===== config.mk =====
export PLATFORM = sky130hd
export DESIGN_NAME = knight_anim_ctrl
export DESIGN_NICKNAME = d
export VERILOG_FILES = /design/src/rtl/knight_anim_ctrl.sv
export SDC_FILE = /design/constraint.sdc
export NUM_CORES = 1
export LEC_CHECK = 0
export ABC_AREA = 1
export CAP_MARGIN = 30
export CORE_ASPECT_RATIO = 0.6
export CORE_MARGIN = 4
export CORE_UTILIZATION = 55
export CTS_CLUSTER_SIZE = 12
export DETAILED_ROUTE_END_ITERATION = 7
export HOLD_SLACK_MARGIN = 0.15
export PLACE_DENSITY = 0.89
export SYNTH_ARGS = -nofsm -noshare
export SYNTH_HDL_FRONTEND = slang
export SYNTH_SLANG_ARGS = --single-unit

===== constraint.sdc =====
create_clock -name frame_clk -period 3.35 [get_ports frame_clk]
set_input_delay 0.335 -clock frame_clk [delete_from_list [all_inputs] [get_ports frame_clk]]
set_output_delay 0.335 -clock frame_clk [all_outputs]
set_load 0.02 [all_outputs]

===== src/rtl/knight_anim_ctrl.sv =====
// rtl/knight_anim_ctrl.sv - Knight sprite animation sequencer (set/frame/mirror/visibility/attack/death)
// Define KNIGHT_HURT_BLINK_EN to blink Sprite_Visible for BLINK_TICKS after a hurt event.
module knight_anim_ctrl #(
  parameter int FRAME_DIV     = 6,
  parameter int IDLE_FRAMES   = 4,
  parameter int WALK_FRAMES   = 6,
  parameter int AIR_FRAMES    = 2,
  parameter int ATTACK_FRAMES = 5,
  parameter int DEATH_FRAMES  = 8,
  parameter int BLINK_TICKS   = 60
) (
  input  logic       frame_clk,
  input  logic       Reset,
  input  logic [3:0] Player_Status,
  input  logic       Inverse,
  input  logic [3:0] Player_Life,
  output logic [2:0] Sprite_Set,
  output logic [3:0] Sprite_Frame,
  output logic       Sprite_Mirror,
  output logic       Sprite_Visible,
  output logic       Attack_Active,
  output logic       Anim_Done,
  output logic       Dead
);

  typedef enum logic [2:0] {
    S_IDLE   = 3'd0,
    S_WALK   = 3'd1,
    S_JUMP   = 3'd2,
    S_FALL   = 3'd3,
    S_ATTACK = 3'd4,
    S_DEATH  = 3'd5
  } state_e;

  localparam logic [5:0] DIV_LAST = 6'(FRAME_DIV - 1);

  if (FRAME_DIV < 1 || FRAME_DIV > 63 || IDLE_FRAMES < 1 || IDLE_FRAMES > 15 ||
      WALK_FRAMES < 1 || WALK_FRAMES > 15 || AIR_FRAMES < 1 || AIR_FRAMES > 15 ||
      ATTACK_FRAMES < 3 || ATTACK_FRAMES > 15 || DEATH_FRAMES < 1 || DEATH_FRAMES > 15 ||
      BLINK_TICKS < 1 || BLINK_TICKS > 127) begin : g_param_check
    $error("knight_anim_ctrl: parameter out of range");
  end

  state_e     state_q, state_d;
  logic [5:0] div_q, div_d;
  logic [3:0] frame_q, frame_d;
  logic       mirror_q, mirror_d;
  logic       visible_q, visible_d;
  logic       attack_q, attack_d;
  logic       done_q, done_d;
  logic       dead_q, dead_d;
  logic       death_held_q, death_held_d;

  logic [3:0] last_frame;
  logic       div_wrap;
  logic       frame_last;
  state_e     req_state;

  function automatic state_e status_to_state(input logic [3:0] status);
    case (status)
      4'd1:    return S_WALK;
      4'd2:    return S_JUMP;
      4'd3:    return S_FALL;
      4'd4:    return S_ATTACK;
      default: return S_IDLE;
    endcase
  endfunction

  always_comb begin
    case (state_q)
      S_WALK:         last_frame = 4'(WALK_FRAMES - 1);
      S_JUMP, S_FALL: last_frame = 4'(AIR_FRAMES - 1);
      S_ATTACK:       last_frame = 4'(ATTACK_FRAMES - 1);
      S_DEATH:        last_frame = 4'(DEATH_FRAMES - 1);
      default:        last_frame = 4'(IDLE_FRAMES - 1);
    endcase
  end

  assign div_wrap   = (div_q == DIV_LAST);
  assign frame_last = (frame_q == last_frame);
  assign req_state  = status_to_state(Player_Status);

  always_comb begin
    state_d      = state_q;
    div_d        = div_wrap ? 6'd0 : div_q + 6'd1;
    frame_d      = frame_q;
    mirror_d     = Inverse;
    done_d       = 1'b0;
    death_held_d = death_held_q;
    if (div_wrap) begin
      frame_d = frame_last ? 4'd0 : frame_q + 4'd1;
    end

    // Losing the last life wins over everything, including the attack lock.
    if (Player_Life == 4'd0) begin
      mirror_d = 1'b0;
      if (state_q != S_DEATH) begin
        state_d      = S_DEATH;
        div_d        = '0;
        frame_d      = '0;
        death_held_d = 1'b0;
      end else if (death_held_q) begin
        div_d   = '0;
        frame_d = frame_q;
      end else if (div_wrap && frame_last) begin
        div_d        = '0;
        frame_d      = frame_q;
        done_d       = 1'b1;
        death_held_d = 1'b1;
      end
    end else if (state_q == S_DEATH) begin
      state_d = S_IDLE;
      div_d   = '0;
      frame_d = '0;
    end else if (state_q == S_ATTACK) begin
      mirror_d = mirror_q;
      if (div_wrap && frame_last) begin
        done_d   = 1'b1;
        state_d  = req_state;
        div_d    = '0;
        frame_d  = '0;
        mirror_d = Inverse;
      end
    end else if (req_state != state_q) begin
      state_d = req_state;
      div_d   = '0;
      frame_d = '0;
    end

    attack_d = (state_d == S_ATTACK) && (frame_d == 4'd2 || frame_d == 4'd3);
    dead_d   = (state_d == S_DEATH);
  end

`ifdef KNIGHT_HURT_BLINK_EN
  logic [3:0] prev_life_q;
  logic [6:0] blink_q, blink_d;
  logic       hurt;

  assign hurt = (Player_Life < prev_life_q) && (Player_Life != 4'd0);

  always_comb begin
    blink_d = blink_q;
    if (state_d == S_DEATH) begin
      blink_d = '0;
    end else if (hurt) begin
      blink_d = 7'(BLINK_TICKS);
    end else if (blink_q != '0) begin
      blink_d = blink_q - 7'd1;
    end
    // Bit 2 toggles every 4 ticks while counting down.
    visible_d = (blink_d == '0) ? 1'b1 : ~blink_d[2];
  end
`else
  assign visible_d = 1'b1;
`endif

  always_ff @(posedge frame_clk or posedge Reset) begin
    if (Reset) begin
      state_q      <= S_IDLE;
      div_q        <= '0;
      frame_q      <= '0;
      mirror_q     <= 1'b0;
      visible_q    <= 1'b1;
      attack_q     <= 1'b0;
      done_q       <= 1'b0;
      dead_q       <= 1'b0;
      death_held_q <= 1'b0;
`ifdef KNIGHT_HURT_BLINK_EN
      prev_life_q  <= '0;
      blink_q      <= '0;
`endif
    end else begin
      state_q      <= state_d;
      div_q        <= div_d;
      frame_q      <= frame_d;
      mirror_q     <= mirror_d;
      visible_q    <= visible_d;
      attack_q     <= attack_d;
      done_q       <= done_d;
      dead_q       <= dead_d;
      death_held_q <= death_held_d;
`ifdef KNIGHT_HURT_BLINK_EN
      prev_life_q  <= Player_Life;
      blink_q      <= blink_d;
`endif
    end
  end

  assign Sprite_Set     = state_q;
  assign Sprite_Frame   = frame_q;
  assign Sprite_Mirror  = mirror_q;
  assign Sprite_Visible = visible_q;
  assign Attack_Active  = attack_q;
  assign Anim_Done      = done_q;
  assign Dead           = dead_q;

endmodule


## After elaboration in Yosys (flattened, before gate mapping)

Cells that the tools add are included.

- $add $sub $neg: 2
- Equal/unequal tests: 18
- Muxes and demuxes: 38
- Reductions and logical operators: 5

Operator list:

| operator | number |
|---|---|
| 2-to-1 mux 6 bit | 8 |
| 2-to-1 mux 4 bit | 10 |
| case mux 3 bit (4 select lines) | 2 |
| 2-to-1 mux 3 bit | 6 |
| == test 4 x 2 -> 1 bit, second input constant | 4 |
| == test 3 bit, second input constant | 4 |
| 2-to-1 mux 1 bit | 12 |
| adder 6 x 1 -> 6 bit, second input constant | 1 |
| == test 3 x 2 -> 1 bit, second input constant | 2 |
| == test 6 x 3 -> 1 bit, second input constant | 1 |
| adder 4 x 1 -> 4 bit, second input constant | 1 |
| == test 4 x 1 -> 1 bit, second input constant | 1 |
| == test 4 x 3 -> 1 bit, second input constant | 1 |
| == test 4 bit | 1 |
| logical NOT 4 bit | 1 |
| != test 4 bit, second input constant | 1 |
| == test 3 x 1 -> 1 bit, second input constant | 1 |
| != test 3 bit | 1 |
| != test 3 bit, second input constant | 1 |
| logical AND 1 bit | 2 |
| OR reduction 2 bit | 1 |
| logical OR 1 bit | 1 |

- Bits in registers: 18
- Bits of input ports: 11
- Output and inout bits: 12
- Logic and storage cells: 71

## Depth between registers and ports, before layout

- Word-level depth: 13
- Mapped depth: 13
- Depth with buffers taken out: 13

## Worst setup path after synthesis

OpenSTA, ideal clock, no wires.

- Kind: reg2reg
- From: register state_q[1], in the netlist Sprite_Set[1]
- To: register attack_q, in the netlist Attack_Active
- Library setup time: 0.114 ns
- Data arrival time: 1.451 ns
- Data required time: 3.236 ns
- Setup slack: 1.785 ns
- Stages on the path, launching flop included: 13
- Path buffers: 0
- Period minus slack after synthesis: 1.565 ns
- Cell sequence: dfrtp_1 -> nor2_2 -> nand2_2 -> nand2_2 -> nand2_2 -> nor2_4 -> nand2_4 -> nand2_4 -> nand3_1 -> nand2_1 -> inv_2 -> nand3_2 -> nor2_2

- Longest elaborated chain between the ends: 13
- Elaborated cells on any way between the ends: 32
- Those cells by class: eq/ne (11); mux (17); reduce/logical (4)

Ends and longest elaborated chain:

| item | RTL line | RTL |
|---|---|---|
| start, declared | 44 | `state_e state_q, state_d;` |
| start signal, assigned | 173 | `state_q <= state_d;` |
| == test 3 x 2 -> 1 bit | 70 | `case (state_q)` |
| OR reduction 2 bit | 70 |  |
| case mux 3 bit (4 select lines) | 70 |  |
| == test 4 bit | 80 | `assign frame_last = (frame_q == last_frame);` |
| 2-to-1 mux 4 bit | 91 | `frame_d = frame_last ? 4'd0 : frame_q + 4'd1;` |
| 2-to-1 mux 4 bit | 90 | `if (div_wrap) begin` |
| 2-to-1 mux 4 bit (on tied branches) | 124, 105, 117 |  |
| 2-to-1 mux 4 bit (on tied branches) | 115, 102 |  |
| 2-to-1 mux 4 bit (on tied branches) | 111, 97 |  |
| 2-to-1 mux 4 bit | 95 | `if (Player_Life == 4'd0) begin` |
| == test 4 x 2 -> 1 bit | 130 | `attack_d = (state_d == S_ATTACK) && (frame_d == 4'd2 \|\| frame_d == 4'd3);` |
| logical OR 1 bit | 130 |  |
| logical AND 1 bit (*) | 130 |  |
| via attack_d | 49 | `logic attack_q, attack_d;` |
| end signal, assigned | 178 | `attack_q <= attack_d;` |
| end, declared | 49 |  |

The timed path passes the listed nets; every way through them passes the cells marked *.
A chain may end at the register's enable or synchronous reset.

## Worst setup path in the final report

- From: register div_q[1]
- To: register attack_q, in the netlist Attack_Active

- Longest elaborated chain between the ends: 9
- Elaborated cells on any way between the ends: 20
- Those cells by class: eq/ne (4); mux (13); reduce/logical (3)

Ends and longest elaborated chain:

| item | RTL line | RTL |
|---|---|---|
| start, declared | 45 | `logic [5:0] div_q, div_d;` |
| start signal, assigned | 174 | `div_q <= div_d;` |
| == test 6 x 3 -> 1 bit (*) | 79 | `assign div_wrap = (div_q == DIV_LAST);` |
| 2-to-1 mux 4 bit / logical AND 1 bit (equally long branches) | 90, 105, 117 |  |
| 2-to-1 mux 4 bit (on tied branches) | 124, 105, 117 |  |
| 2-to-1 mux 4 bit (on tied branches) | 115, 102 |  |
| 2-to-1 mux 4 bit (on tied branches) | 111, 97 |  |
| 2-to-1 mux 4 bit | 95 |  |
| == test 4 x 2 -> 1 bit | 130 |  |
| logical OR 1 bit | 130 |  |
| logical AND 1 bit (*) | 130 |  |
| via attack_d | 49 |  |

Marked as above.

==> impl.org <==
** Critical path
- The worst setup path is launched from a flip-flop.
- STA puts the critical path data arrival time at slightly below 2 ns.
- For the worst setup path, the data required time is 3.50 ns.
- Total buffers and inverters traversed by the critical path :: 2
- The critical path is of the reg -> reg type.
- Sequence of cells on the critical path :: inv_1 > ha_1 > nand3_2 > nor2_4 > nand2_2 > nor2_4 > nand2_4 > nand2_4 > nand3_1 > nand2_1 > inv_2 > nand3_2 > nor2_2
- The slowest stage of the critical path is the sky130_fd_sc_hd__dfrtp_1 cell.
- The worst setup path is captured at a flip-flop.
- Highest cell delay on the worst timing path :: about 0.4 ns
- Of all nets on the critical path, the largest fanout is 8.
- Worst path top cell family by delay :: simple AND/OR/NAND/NOR gates

** Synth
- Yosys mapped a number of flops with a built-in enable equal to 0.
- Yosys attributes the largest share of cell area to sky130_fd_sc_hd__dfrtp_1 (37%), sky130_fd_sc_hd__nand2_1 (10%), sky130_fd_sc_hd__nand3_1 (8.3%).
- In the synthesized netlist the async set-or-reset flop fraction comes to 100%.
- Synthesis handed over a netlist of approximately 160 instances.
- Summed over its instances, the top area cell type makes up about 37% of the synthesized netlist area.
- Top-count cell post-synth :: sky130_fd_sc_hd__nand2_1
- For this run, the register share of the synthesized area comes to 37.2%.
- Post-synth top cells :: sky130_fd_sc_hd__nand2_1 (33), sky130_fd_sc_hd__nand3_1 (20), sky130_fd_sc_hd__dfrtp_1 (18), sky130_fd_sc_hd__inv_1 (18), sky130_fd_sc_hd__nor2_1 (11)
- In this run the mean area of a mapped cell was around 7.7 µm².
- For this run, the number of Yosys warnings is 0.
- Main flop type after synthesis :: sky130_fd_sc_hd__dfrtp_1
- Synth unique cells :: 23
- Counting flops and latches in the post-synthesis netlist gives 18.
- The cell area that synthesis handed to floorplanning was 1210 µm².
- Number of nets produced by synthesis :: between 150 and 200
- Post-synthesis cell type with the largest combined area :: sky130_fd_sc_hd__dfrtp_1

** Global route
- The number of antenna violations at the first check in global routing came to 0.
- First-pass GRT wire length :: 5.44 mm
- Number of global-route vias before repair :: 1142
- Maximum number of pins on one net before global-route repair :: 19
- Aggregate global routing overflow :: 0
- Total GRT Usage :: about a quarter

** CTS
- CTS built an H-tree with a depth of 1.
- The root buffer cell chosen for the clock tree is sky130_fd_sc_hd__clkbuf_8.
- In this run, post-CTS repair resized a total of 0 instances.
- After clock tree synthesis, the flow added hold-fix buffers numbering 0.
- Post-CTS timing repair inserted 0 buffers for setup.
- Clock Tree Buf Depth :: 2
- The clock drives 18 sinks.
- Clock-pin slew was measured on the worst setup and hold paths at approximately 0.070 ns.
- Clock latency on the worst-skew pair :: 0.26 ns
- TritonCTS Buffers :: 3
- TritonCTS built the clock tree.

** STA
- Total of endpoints with negative setup slack in the final report :: 0
- The routed design could run at a clock period as short as 1.84 ns.
- In the final timing run, aggregate negative setup slack is 0 ns.
- The hold violation count in the final report was 0.
- Setup repair after global routing left no endpoint under its margin.
- In this run the tightest slew margin relative to its limit is 52.6%.
- For the final database, setup skew stands at around 0.011 ns.
- Part of the cycle the worst path needs :: between 50% and 60%
- The max-slew violation count is 0.
- Setup slack on the critical path of the routed design comes to between 1.5 and 2 ns.
- Timing would allow up to 545 MHz.
- Slew at the pin with the worst max-slew slack :: 0.710 ns

** Place
- After detailed placement, the total cell area comes to between 1000 and 1500 µm².
- Weighted congestion at the end of routability-driven global placement :: 0.929
- The wire-length estimate of the detail-placed layout is 2.53 mm.
- Timing analysis after detailed placement gives a worst setup slack of approximately 1.3 ns.
- Buffers placed on the I/O ports in this run total 21.

** Layout
- Design Area, Final :: 1490 µm²
- Proportion of layout cells with a drive suffix above 1 :: 22.8%
- The number of antenna diodes in the final layout is 0.
- Synth-to-Final Area Change :: 23.0%
- At the end of the flow, the number of nets in the layout was 196.

** Pwr
- Net switching power :: 0.263 mW
- Of the total power, registers draw between 40% and 50%.
- In this run the power density over the cells is between 400 and 500 nW/µm².
- Leak :: between 0.7 and 0.8 nW
- Maximum resistive drop on vdd :: around 0.28 mV
- Switching part of the total :: about 39%
- Portion of total power attributed to the clock network :: 22.2%
- Combinational cells account for a little over a third of the total power.
- Int Power :: about 0.42 mW

** Drt
- After detailed routing, the total wire length is approximately 3.3 mm.
- First-pass DRT Iterations :: 5
- After detailed routing, the average wire length per cell comes to ~16 µm.
- Post-route antenna net violation count :: 0
- Initial detailed-routing violation count :: approximately 140
- In the routed design, unresolved DRC markers number 0.
- Vias per cell :: between 5 and 6
- The routed layout has 1186 vias.

** Floorplanning
- In this run the vertical extent of the chip is around 44 µm.
- Number of placed I/O pins :: 23
- Chip width :: between 60 and 70 µm
- For this configuration, the core starts out at a cell density of roughly 60%.
- Floorplan core area :: between 1500 and 2000 µm²
- The die covers ~3000 µm².
- Row cnt :: 12

** Min path
- The min-delay analysis places its worst path in the category in -> async.

** Status
- The flow ran to the end, and the final reports show no timing, DRC or antenna violations.

** Job
- Maxcap violations :: 0
## registers in the layout (all words and copies together), names as in the netlist
register       flops
Anim_Done          1
Attack_Active      1
Dead               1
Sprite_Frame       4
Sprite_Mirror      1
Sprite_Set         3
death_held_q       1
div_q              6
## metrics by stage
stage          hold slack, ns  power (mW)  instances  utilization (%)
6_report                0.483       0.681        208             75.8
5_1_grt                 0.499       0.717        208             75.8
4_1_cts                 0.497       0.680        208             75.8
3_5_place_dp            0.489       0.527        205             73.7
3_3_place_gp            0.479       0.507        205             73.7
2_1_floorplan           0.274       0.448        157                -
## layout make-up
type	count	area, µm²
inverter	27	101
clock buffer	3	41.3
sequential	18	450
timing repair buffer	22	218
tap	28	35.0
multi-input combinational	110	646
fill	146	475
## cells by family after synthesis
logic type,Yosys count,synth area share (%)
AO/OA/AOI/OAI,13,7.12
XOR/XNOR,2,1.45
adder cells (fa/ha/maj),3,3.10
buffers and inverters,29,9.60
flip-flops,18,37.2
other,1,0.309
AND/OR/NAND/NOR,91,41.3
## power by group through the flow
| stage | sequential, mW | clock [mW] | combinational (mW) |
|---|---|---|---|
| floorplan | 0.290 | 0 | 0.158 |
| global placement | 0.280 | 0 | 0.227 |
| detailed placement | 0.284 | 0 | 0.242 |
| CTS | 0.280 | 0.154 | 0.246 |
| global route | 0.285 | 0.161 | 0.271 |
| finish | 0.282 | 0.151 | 0.248 |
## cells in the final DEF, fill, tap and decap left out
cell type and n:
sky130_fd_sc_hd__a211oi_1 1, sky130_fd_sc_hd__a21oi_1 3, sky130_fd_sc_hd__a21oi_4 1, sky130_fd_sc_hd__buf_4 1
sky130_fd_sc_hd__clkbuf_8 3, sky130_fd_sc_hd__clkdlybuf4s50_1 21, sky130_fd_sc_hd__conb_1 1, sky130_fd_sc_hd__dfrtp_1 18
sky130_fd_sc_hd__ha_1 3, sky130_fd_sc_hd__inv_1 18, sky130_fd_sc_hd__inv_2 9, sky130_fd_sc_hd__nand2_1 33
sky130_fd_sc_hd__nand2_2 9, sky130_fd_sc_hd__nand2_4 3, sky130_fd_sc_hd__nand3_1 20, sky130_fd_sc_hd__nand3_2 5
sky130_fd_sc_hd__nand4_1 1, sky130_fd_sc_hd__nor2_1 11, sky130_fd_sc_hd__nor2_2 4, sky130_fd_sc_hd__nor2_4 2
sky130_fd_sc_hd__nor3_4 1, sky130_fd_sc_hd__nor4_2 2, sky130_fd_sc_hd__o21ai_0 7, sky130_fd_sc_hd__o31ai_2 1
sky130_fd_sc_hd__xor2_1 2
## per-layer routing
metal / share of wire (%) / track usage [%] / routed length, µm
met4: 3.3 / 9.88 / 108
met5: 0 / 0 / 0
met3: 10 / 8.63 / 329
met1: 42 / 33.9 / 1370
met2: 45 / 36.6 / 1450
## path summary, 6_finish.rpt
path / end / cells past startpoint / startpoint / slack [ns]
max: Attack_Active / 13 / div_q[1] / 1.51
max in group asynchronous: Dead / 2 / Reset / 2.40
min: div_q[2] / 2 / Reset / 0.48
max reg2reg: Attack_Active / 13 / div_q[1] / 1.51
min reg2reg: div_q[0] / 1 / div_q[0] / 0.50
min in group frame_clk: div_q[0] / 1 / div_q[0] / 0.50
Power figures use the tool's default switching activity.
